==> src/rtl/bubsys_pkg.sv <==
// Shared definitions for the Bubble System NVRAM upload path: the upload FSM
// states, the ioctl index of the NVRAM image and the byte returned for
// addresses outside the RAM image.
package bubsys_pkg;

  typedef enum logic [1:0] {
    ST_IDLE  = 2'd0,
    ST_FETCH = 2'd1,
    ST_LAT   = 2'd2,
    ST_DONE  = 2'd3
  } state_t;

  // ioctl_index of the NVRAM image, also used by the download path.
  localparam logic [15:0] NVRAM_INDEX = 16'd4;

  // Byte returned for reads that do not map onto RAM.
  localparam logic [7:0] OOR_FILL = 8'hFF;

endpackage

==> src/rtl/bubsys_quiet_timer.sv <==
// Autosave timing for the NVRAM: a dirty flag set by game writes, a
// write-free cycle counter and the request handshake towards hps_io.
module bubsys_quiet_timer #(
  parameter int QUIET_CYCLES = 72000000
) (
  input  logic clk,
  input  logic rst_n,
  input  logic wr,
  input  logic sel_rise,
  input  logic upload,
  input  logic upload_en,
  output logic req
);

  localparam int CW = (QUIET_CYCLES > 2) ? $clog2(QUIET_CYCLES) : 1;
  localparam logic [CW-1:0] SAT = CW'(QUIET_CYCLES - 1);

  logic          dirty;
  logic [CW-1:0] quiet_cnt;
  logic          quiet;

  assign quiet = (quiet_cnt == SAT);

  // Dirty flag: a write wins over the upload start that would clear it, so a
  // write landing on the first upload cycle still triggers another save.
  always_ff @(posedge clk or negedge rst_n) begin
    if (!rst_n) begin
      dirty <= 1'b0;
    end else if (wr) begin
      dirty <= 1'b1;
    end else if (sel_rise) begin
      dirty <= 1'b0;
    end
  end

  // Write-free cycle counter, saturating once the quiet period is reached.
  always_ff @(posedge clk or negedge rst_n) begin
    if (!rst_n) begin
      quiet_cnt <= '0;
    end else if (wr) begin
      quiet_cnt <= '0;
    end else if (!quiet) begin
      quiet_cnt <= quiet_cnt + 1'b1;
    end
  end

  // Request stays up until hps_io starts an upload or autosave is disabled.
  always_ff @(posedge clk or negedge rst_n) begin
    if (!rst_n) begin
      req <= 1'b0;
    end else if (!upload_en || upload) begin
      req <= 1'b0;
    end else if (dirty && quiet) begin
      req <= 1'b1;
    end
  end

endmodule

==> src/rtl/bubsys_nvram_upload.sv <==
// NVRAM upload (core -> HPS) for the Bubble System save/hiscore RAM.
// HPS read strobes are answered with registered data while ioctl_wait stalls
// the HPS until the RAM word has been fetched. Addresses beyond the image
// return a fill byte with a single wait cycle.
// Optional feature macro: BUBSYS_NVRAM_CHECKSUM_EN -- when defined, the two
// bytes just past the image return a running 16-bit sum of uploaded bytes.
//
// Handshake: ioctl_rd is a one-cycle strobe accepted only in IDLE while this
// block is selected; ioctl_wait rises the following cycle and falls in the
// same cycle ioctl_din takes the new byte, which then holds until the next
// accepted read. Deselecting mid-read aborts without touching ioctl_din.
module bubsys_nvram_upload
  import bubsys_pkg::*;
#(
  parameter int          AW           = 13,
  parameter logic [15:0] INDEX        = NVRAM_INDEX,
  parameter int          RAM_LAT      = 1,
  parameter int          QUIET_CYCLES = 72000000
) (
  input  logic          i_EMU_MCLK,
  input  logic          i_EMU_INITRST_n,
  input  logic          ioctl_upload,
  input  logic [15:0]   ioctl_index,
  input  logic [26:0]   ioctl_addr,
  input  logic          ioctl_rd,
  output logic [7:0]    ioctl_din,
  output logic          ioctl_wait,
  output logic          ioctl_upload_req,
  output logic          o_RAM_RD,
  output logic [AW-1:0] o_RAM_ADDR,
  input  logic [7:0]    i_RAM_DATA,
  input  logic          i_RAM_WR_MON,
  input  logic          i_UPLOAD_EN,
  output logic          o_BUSY
);

  localparam logic [26:0] RAM_SIZE = 27'(1) << AW;
  localparam logic [1:0]  LAT_INIT = 2'(RAM_LAT - 1);

  state_t        state;
  state_t        state_nxt;
  logic          sel;
  logic          sel_q;
  logic          sel_rise;
  logic          in_range;
  logic [AW-1:0] addr_q;
  logic          oor_q;
  logic [1:0]    lat_cnt;
  logic          wait_q;
  logic [7:0]    din_q;
  logic [7:0]    fill_byte;

  assign sel      = ioctl_upload && (ioctl_index == INDEX);
  assign sel_rise = sel && !sel_q;
  assign in_range = (ioctl_addr < RAM_SIZE);

`ifdef BUBSYS_NVRAM_CHECKSUM_EN
  logic [15:0] sum;
  logic        csum_lo_q;
  logic        csum_hi_q;

  // Running sum of RAM bytes handed to HPS, restarted with each upload.
  always_ff @(posedge i_EMU_MCLK or negedge i_EMU_INITRST_n) begin
    if (!i_EMU_INITRST_n) begin
      sum       <= '0;
      csum_lo_q <= 1'b0;
      csum_hi_q <= 1'b0;
    end else begin
      if (sel_rise) begin
        sum <= '0;
      end else if (state == ST_DONE && sel && !oor_q) begin
        sum <= sum + {8'd0, i_RAM_DATA};
      end
      if (state == ST_IDLE && ioctl_rd && sel) begin
        csum_lo_q <= (ioctl_addr == RAM_SIZE);
        csum_hi_q <= (ioctl_addr == 27'(RAM_SIZE + 27'd1));
      end
    end
  end

  assign fill_byte = csum_lo_q ? sum[7:0] :
                     csum_hi_q ? sum[15:8] : OOR_FILL;
`else
  assign fill_byte = OOR_FILL;
`endif

  // State register.
  always_ff @(posedge i_EMU_MCLK or negedge i_EMU_INITRST_n) begin
    if (!i_EMU_INITRST_n) begin
      state <= ST_IDLE;
    end else begin
      state <= state_nxt;
    end
  end

  // Next state: out-of-image reads skip the RAM; deselect aborts any read.
  always_comb begin
    state_nxt = state;
    case (state)
      ST_IDLE:  if (ioctl_rd && sel) state_nxt = in_range ? ST_FETCH : ST_DONE;
      ST_FETCH: state_nxt = ST_LAT;
      ST_LAT:   if (lat_cnt == 2'd0) state_nxt = ST_DONE;
      ST_DONE:  state_nxt = ST_IDLE;
      default:  state_nxt = ST_IDLE;
    endcase
    if (state != ST_IDLE && !sel) begin
      state_nxt = ST_IDLE;
    end
  end

  // Read datapath: address capture, latency count, wait and data registers.
  always_ff @(posedge i_EMU_MCLK or negedge i_EMU_INITRST_n) begin
    if (!i_EMU_INITRST_n) begin
      sel_q   <= 1'b0;
      addr_q  <= '0;
      oor_q   <= 1'b0;
      lat_cnt <= '0;
      wait_q  <= 1'b0;
      din_q   <= '0;
    end else begin
      sel_q <= sel;
      if (state != ST_IDLE && !sel) begin
        wait_q <= 1'b0;
      end else begin
        case (state)
          ST_IDLE: begin
            if (ioctl_rd && sel) begin
              addr_q <= ioctl_addr[AW-1:0];
              oor_q  <= !in_range;
              wait_q <= 1'b1;
            end
          end
          ST_FETCH: lat_cnt <= LAT_INIT;
          ST_LAT: begin
            if (lat_cnt != 2'd0) lat_cnt <= lat_cnt - 2'd1;
          end
          ST_DONE: begin
            din_q  <= oor_q ? fill_byte : i_RAM_DATA;
            wait_q <= 1'b0;
          end
          default: ;
        endcase
      end
    end
  end

  assign ioctl_din  = din_q;
  assign ioctl_wait = wait_q;
  assign o_RAM_RD   = (state == ST_FETCH);
  assign o_RAM_ADDR = addr_q;
  assign o_BUSY     = (state != ST_IDLE);

  bubsys_quiet_timer #(
    .QUIET_CYCLES(QUIET_CYCLES)
  ) u_quiet_timer (
    .clk       (i_EMU_MCLK),
    .rst_n     (i_EMU_INITRST_n),
    .wr        (i_RAM_WR_MON),
    .sel_rise  (sel_rise),
    .upload    (ioctl_upload),
    .upload_en (i_UPLOAD_EN),
    .req       (ioctl_upload_req)
  );

endmodule

==> config.mk <==
export PLATFORM = sky130hd
export DESIGN_NAME = bubsys_nvram_upload
export DESIGN_NICKNAME = d
export VERILOG_FILES = /design/src/rtl/bubsys_pkg.sv /design/src/rtl/bubsys_quiet_timer.sv /design/src/rtl/bubsys_nvram_upload.sv
export SDC_FILE = /design/constraint.sdc
export NUM_CORES = 1
export LEC_CHECK = 0
export ABC_AREA = 0
export CAP_MARGIN = 15
export CORE_ASPECT_RATIO = 0.6
export CORE_MARGIN = 2
export CORE_UTILIZATION = 43
export CTS_CLUSTER_DIAMETER = 80
export CTS_CLUSTER_SIZE = 10
export DETAILED_ROUTE_END_ITERATION = 6
export HOLD_SLACK_MARGIN = 0.03
export PLACE_DENSITY = 0.77
export SLEW_MARGIN = 5
export SYNTH_ARGS = -nofsm -noshare
export SYNTH_HDL_FRONTEND = slang
export SYNTH_SLANG_ARGS = --single-unit
==> constraint.sdc <==
create_clock -name i_EMU_MCLK -period 2.05 [get_ports i_EMU_MCLK]
set_clock_uncertainty 0.1 [all_clocks]
set_input_delay 0.41 -clock i_EMU_MCLK [delete_from_list [all_inputs] [get_ports i_EMU_MCLK]]
set_output_delay 0.41 -clock i_EMU_MCLK [all_outputs]
set_load 0.01 [all_outputs]
==> impl_metrics.py, run 1 <==
metrics = {
    "drt": {
        "drcViolationCount": 0,
        "wl_per_cell_um": 15.71,
        "first_pass_iters": 6,
        "drtIter0Drc": 152,
        "ant_nets": 0,
        "vias_per_cell": 5.331,
        "wirelength_um": 7966,
        "vias": 2703,
    },
    "critical_path": {
        "criticalPathCategory": "in -> reg",
        "rrSetupSlack_ns": 0.04,
        "required_ns": 2.16,
        "critPathCaptureType": "flop",
        "path_max_fanout": 7,
        "critPathLaunchType": "input pin",
        "crit_arrival_ns": 2.23,
    },
    "synth": {
        "yosysMostFrequentCell": "dfrtp_1",
        "synthFlopType": "dfrtp_1",
        "avgSynthCellArea_um2": 10.16,
        "synth-xor-area-share_pct": 4.444,
        "synth_compound_area_share_pct": 9.226,
        "yosysWarnings": 0,
        "synthTopCellsByCount": "57 x dfrtp_1, 39 x nor2_1, 25 x a21oi_1, 16 x nand2_1, 16 x nand3_1",
        "synth_area_leader_cell": "dfrtp_1",
        "seq_area_frac_synth_pct": 48.24,
        "synth_cells": 291,
        "synth-seq-cells": 57,
        "synth.top_cell.area_share_pct": 48.24,
        "yosys.area_share.adder_pct": 2.962,
        "synthTopCellsByArea": "dfrtp_1 48%, nor2_1 5.0%, mux2_4 4.6%",
        "yosysUniqueCellTypes": 48,
        "synthMuxAreaShare_pct": 7.871,
        "synth_simple_gate_area_share_pct": 24.04,
        "synth_edf_count": 0,
        "synth_nets": 355,
        "synth_top_family_by_area": "simple AND/OR/NAND/NOR gates",
        "synth_area_um2": 2957,
        "synthArstFlopShare_pct": 100.0,
    },
    "global_routing": {
        "grt_pass1_vias": 2631,
        "groute.usage.overall_pct": 22.18,
        "grt_pass1_wl_um": 13130,
        "gr-total-overflow": 0,
        "grt_max_degree": 58,
        "antenna_found_initial": 0,
    },
    "timing": {
        "worst_slack_ns": -0.07773,
        "max_slew_margin_pct": 73.72,
        "clock.fmax_mhz": 470.0,
        "grt_setup_unrepaired": "yes",
        "setup_viol": 13,
        "maxSlewViolCount": 0,
        "fin_crit_ns": 2.128,
        "worstMarginPinSlew_ns": 0.3843,
        "finalCritPeriodShare_pct": 103.8,
        "hold_violations": 0,
    },
    "die": {
        "initial_core_util_pct": 44.28,
        "coreArea_um2": 6676,
        "top_level_ports": 82,
        "rows": 23,
        "die_area_um2": 7577,
        "die_w_um": 111.1,
        "die_h_um": 68.23,
    },
    "placement": {
        "place_area_um2": 4076,
        "dp_hpwl_um": 5481,
        "place.port_buffers": 81,
        "place.gp.congestion": 0.8420,
    },
    "power": {
        "ir_worst_vdd_mv": 0.3957,
        "power_density_nw_per_um2": 660.1,
        "p_total_w": 0.003038,
        "power_leakage_nw": 2.005,
    },
    "cells_and_area": {
        "seqCellArea_um2": 1429,
        "multi_input_area_um2": 1529,
        "drive_above_1_share_pct": 25.24,
        "final_nets": 479,
        "design_area_um2": 4602,
        "fill_cells": 492,
        "utilization_pct": 68.93,
        "antennaDiodeCount": 0,
        "area_growth_pct": 55.65,
    },
    "clocking": {
        "cts_buffers": 9,
        "clock_latency_ns": 0.32,
        "cts_tree": "done",
        "htreeDepth": 3,
        "cts-root-buf": "clkbuf_16",
        "clk_pin_slew_ns": 0.05,
        "clockBufferDepth": 2,
        "clock_sinks": 57,
    },
    "status": {
        "violations": "negative setup slack",
        "status": "complete, but fails checks",
    },
    "hold_path": {
        "hp-class": "in -> reg",
    },
    "job": {
        "cap_violations": 0,
    },
}
-- layout make-up --
type,instances,area share [%]
multi-input cells,213,33.22
flip-flops and latches,57,31.05
repair buffers,124,26.10
clock buffers,10,5.193
well taps,87,2.365
clock inverters,6,1.251
inverters,10,0.8157
-- flip-flops by register name, summed over array words and instances, names as in the netlist --
name                     cells
oor_q                        1
u_quiet_timer.req            1
u_quiet_timer.dirty          1
ioctl_wait                   1
o_RAM_ADDR                  13
ioctl_din                    8
u_quiet_timer.quiet_cnt     27
sel_q                        1
lat_cnt                      2
state                        2
-- placed cells by master (no fill, tap or decap), types with 3 or more instances in the layout --
cell type         n
nor2b_1           4
buf_2             3
o21ai_0           4
nor4_1            3
clkdlybuf4s50_1  70
dfrtp_1          55
nor3_1            6
buf_12            4
and3_1            5
buf_6             6
and2_1            3
mux2i_1           3
nor2_1           39
nand4_1           8
clkinv_2          4
or4_1             4
mux2_4           13
ha_1              7
nand3_1          16
inv_1            10
xor2_1           13
nand2_1          16
o31ai_1           3
buf_4            33
a21oi_1          23
or4_4             4
clkbuf_16         9
-- path summary, 6_finish.rpt --
check / start / endpoint / cells after the start
setup / recovery: ioctl_index[13] / o_RAM_ADDR[12] / 8
hold / removal: ioctl_index[13] / sel_q / 4
setup reg to reg: u_quiet_timer.quiet_cnt[15] / u_quiet_timer.req / 8
hold reg to reg: lat_cnt[1] / lat_cnt[1] / 1
max in group asynchronous: i_EMU_INITRST_n / u_quiet_timer.quiet_cnt[18] / 3
min in group asynchronous: i_EMU_INITRST_n / u_quiet_timer.quiet_cnt[4] / 3
-- report_power, final --
| group | internal, W | switching (W) |
|---|---|---|
| registers | 0.00114 | 0.00000919 |
| logic | 0.000220 | 0.000196 |
| clock network | 0.000963 | 0.000509 |
-- per-layer routing --
layer	vias up	track usage, %	wire length, um
met5	-	0	0
met4	0	4.630	46
met3	8	8.680	643
met2	108	33.74	3336
met1	1303	30.51	3939
li1	1284	-	-
-- kinds of logic after synthesis --
| logic type | Yosys count |
|---|---|
| flip-flops | 57 |
| AO/OA/AOI/OAI | 45 |
| XOR/XNOR | 15 |
| adder cells (fa/ha/maj) | 7 |
| multiplexers | 18 |
| buffers and inverters | 21 |
| AND/OR/NAND/NOR | 128 |
-- timing repair --
action / CTS / global route
resized for setup: 34 / 26
endpoints found under the hold margin: 57 / 0
hold buffers: 1 / 0
gates cloned: 1 / 0
endpoints found under the setup margin: 20 / 31
buffers inserted: 4 / 7
pin swaps: 5 / 14
-- critical path, cell delays in order --
cell and delay, ns:
buf_6 0.09, or4_4 0.55, nor4_4 0.31, nand2_2 0.12, nor3_4 0.16, buf_12 0.15
buf_12 0.13, mux2_4 0.30
-- through the flow --
step	TNS [ns]	setup WS, ns	hold WS [ns]	cells
after floorplan	-2.625	-0.2354	0.01441	291
after global placement	-12.65	-0.6711	0.3338	478
after detailed placement	-14.35	-0.7576	0.3340	478
after CTS	-1.626	-0.1356	0.3170	500
after global routing	-2.142	-0.1444	0.3403	507
final	-0.8554	-0.07773	0.3243	507
Power figures use the tool's default switching activity.
==> run 2, diff against run 1 <==
Settings changed: SKIP_LAST_GASP set to 1, TNS_END_PERCENT set to 100.
==> impl_metrics.py, run 2 (synthesized netlist as in run 1, its figures left out) <==
metrics = {
    "critical_path": {
        "critPathLaunchType": "input pin",
        "ff2ff_path_depth": 8,
        "crit_arrival_ns": 2.23,
        "crit_path_cell_trace": "buf_6 > or4_4 > nor4_4 > nand2_2 > nor3_4 > buf_12 > buf_12 > mux2_4",
        "crit_path_start": "ioctl_index[13]",
        "worst-path-stages": 8,
        "cp-endpoint": "o_RAM_ADDR[12]",
        "rrSetupSlack_ns": 0.02,
        "crit_path_top_delay_cell": "or4_4",
        "crit_buf_inv": 3,
        "critPathCaptureType": "flop",
        "criticalPathCategory": "in -> reg",
        "path_max_fanout": 7,
        "path_common_cell": "buf_12",
        "required_ns": 2.16,
        "crit_family": "simple AND/OR/NAND/NOR gates",
        "cp_slowest_stage_delay_ns": 0.55,
        "reg2reg_to": "u_quiet_timer.req",
        "rr_startpoint": "u_quiet_timer.quiet_cnt[18]",
    },
    "drt": {
        "vias_per_cell": 5.321,
        "wl_per_cell_um": 15.71,
        "wirelength_um": 7964,
        "vias": 2698,
        "drcViolationCount": 0,
        "ant_nets": 0,
        "first_pass_iters": 7,
        "drtIter0Drc": 183,
    },
    "die": {
        "initial_core_util_pct": 44.28,
        "die_w_um": 111.1,
        "top_level_ports": 82,
        "die_h_um": 68.23,
        "die_area_um2": 7577,
        "rows": 23,
        "coreArea_um2": 6676,
    },
    "clocking": {
        "clockBufferDepth": 2,
        "cts_buffers": 9,
        "cts_tree": "done",
        "clock_latency_ns": 0.32,
        "cts-root-buf": "clkbuf_16",
        "clock_sinks": 57,
        "htreeDepth": 3,
        "clk_pin_slew_ns": 0.05,
    },
    "cells_and_area": {
        "largest_reg_flops": 27,
        "fill_cells": 495,
        "layout_common_cells": "70 x clkdlybuf4s50_1, 55 x dfrtp_1, 39 x nor2_1, 33 x buf_4, 24 x a21oi_1",
        "drive_above_1_share_pct": 25.00,
        "final_nets": 479,
        "antennaDiodeCount": 0,
        "design_area_um2": 4594,
        "finalNonFillerCells": 507,
        "layout_commonest_cell": "clkdlybuf4s50_1",
        "top_register": "u_quiet_timer.quiet_cnt",
        "area_growth_pct": 55.40,
    },
    "timing": {
        "worst_slack_ns": -0.07651,
        "maxSlewViolCount": 0,
        "finalCritPeriodShare_pct": 103.7,
        "grt_setup_unrepaired": "yes",
        "setup_viol": 13,
        "fin_crit_ns": 2.127,
        "worstMarginPinSlew_ns": 0.3843,
        "max_slew_margin_pct": 73.72,
        "clock.fmax_mhz": 470.3,
        "hold_violations": 0,
        "finalSetupTns_ns": -0.8385,
        "hold_ws_ns": 0.3184,
    },
    "placement": {
        "place.gp.congestion": 0.8420,
        "place_area_um2": 4076,
        "dp.cells": 478,
        "dp_hpwl_um": 5481,
        "place.port_buffers": 81,
    },
    "global_routing": {
        "grt_max_degree": 58,
        "gr-total-overflow": 0,
        "antenna_found_initial": 0,
        "grt_pass1_wl_um": 13130,
        "groute.usage.overall_pct": 22.18,
        "grt_pass1_vias": 2631,
    },
    "status": {
        "status": "complete, but fails checks",
        "violations": "negative setup slack",
    },
    "power": {
        "ir_worst_vdd_mv": 0.3975,
        "p_total_w": 0.003039,
        "power_density_nw_per_um2": 661.4,
        "power_leakage_nw": 2.002,
    },
    "hold_path": {
        "hp-class": "in -> reg",
    },
    "job": {
        "cap_violations": 0,
    },
}
[run 2: worst min-delay path, cell delays in order]
cell	delay (ns)
buf_6	0.07
nor4b_1	0.04
nand3_1	0.10
nor2_1	0.07
[run 2: repair_timing]
item                                    CTS  global route
pin swaps                                 5            14
gates resized for setup                  34            24
setup buffers                             4             7
endpoints found under the setup margin   20            31
hold buffers                              1             0
endpoints found under the hold margin    57             0
cloned                                    1             0
[run 2: power breakdown]
part           switching (W)  leakage [nW]  total [W]  internal, W
combinational       0.000197          1.08   0.000417     0.000220
sequential        0.00000927         0.779    0.00115      0.00114
clock               0.000510         0.148    0.00147     0.000963
total               0.000716          2.00    0.00304      0.00232
[run 2: worst min-delay path by stage]
| stage | from | to | slack [ns] | cells past startpoint |
|---|---|---|---|---|
| final | ioctl_index[13] | sel_q | 0.32 | 4 |
| after global routing | ioctl_index[15] | sel_q | 0.34 | 4 |
| after CTS | ioctl_index[3] | sel_q | 0.32 | 4 |
| after detailed placement | i_EMU_INITRST_n | u_quiet_timer.quiet_cnt[2] | 0.33 | 2 |
| after global placement | i_EMU_INITRST_n | u_quiet_timer.quiet_cnt[2] | 0.33 | 2 |
| after floorplan | i_EMU_INITRST_n | ioctl_din[0] | 0.01 | 0 |
[run 2: layout make-up]
class / count / area (um2) / area share, %
multi-input cells: 213 / 1525 / 33.20
flip-flops and latches: 57 / 1429 / 31.10
repair buffers: 124 / 1197 / 26.06
clock buffers: 10 / 239.0 / 5.202
well taps: 87 / 108.9 / 2.369
clock inverters: 6 / 57.56 / 1.253
inverters: 10 / 37.54 / 0.8170
[run 2: stage by stage]
stage | util (%) | worst slack, ns
finish | 68.82 | -0.07651
detailed placement | 61.06 | -0.7576
floorplan | - | -0.2354
global placement | 61.06 | -0.6711
global route | 68.82 | -0.1444
CTS | 66.87 | -0.1356
[run 2: per-layer routing]
metal	wire, um	share of wire [%]	track usage (%)
met1	3929	49	30.51
met3	635	8.0	8.680
met2	3361	42	33.74
met4	37	0.46	4.630
met5	0	0	0
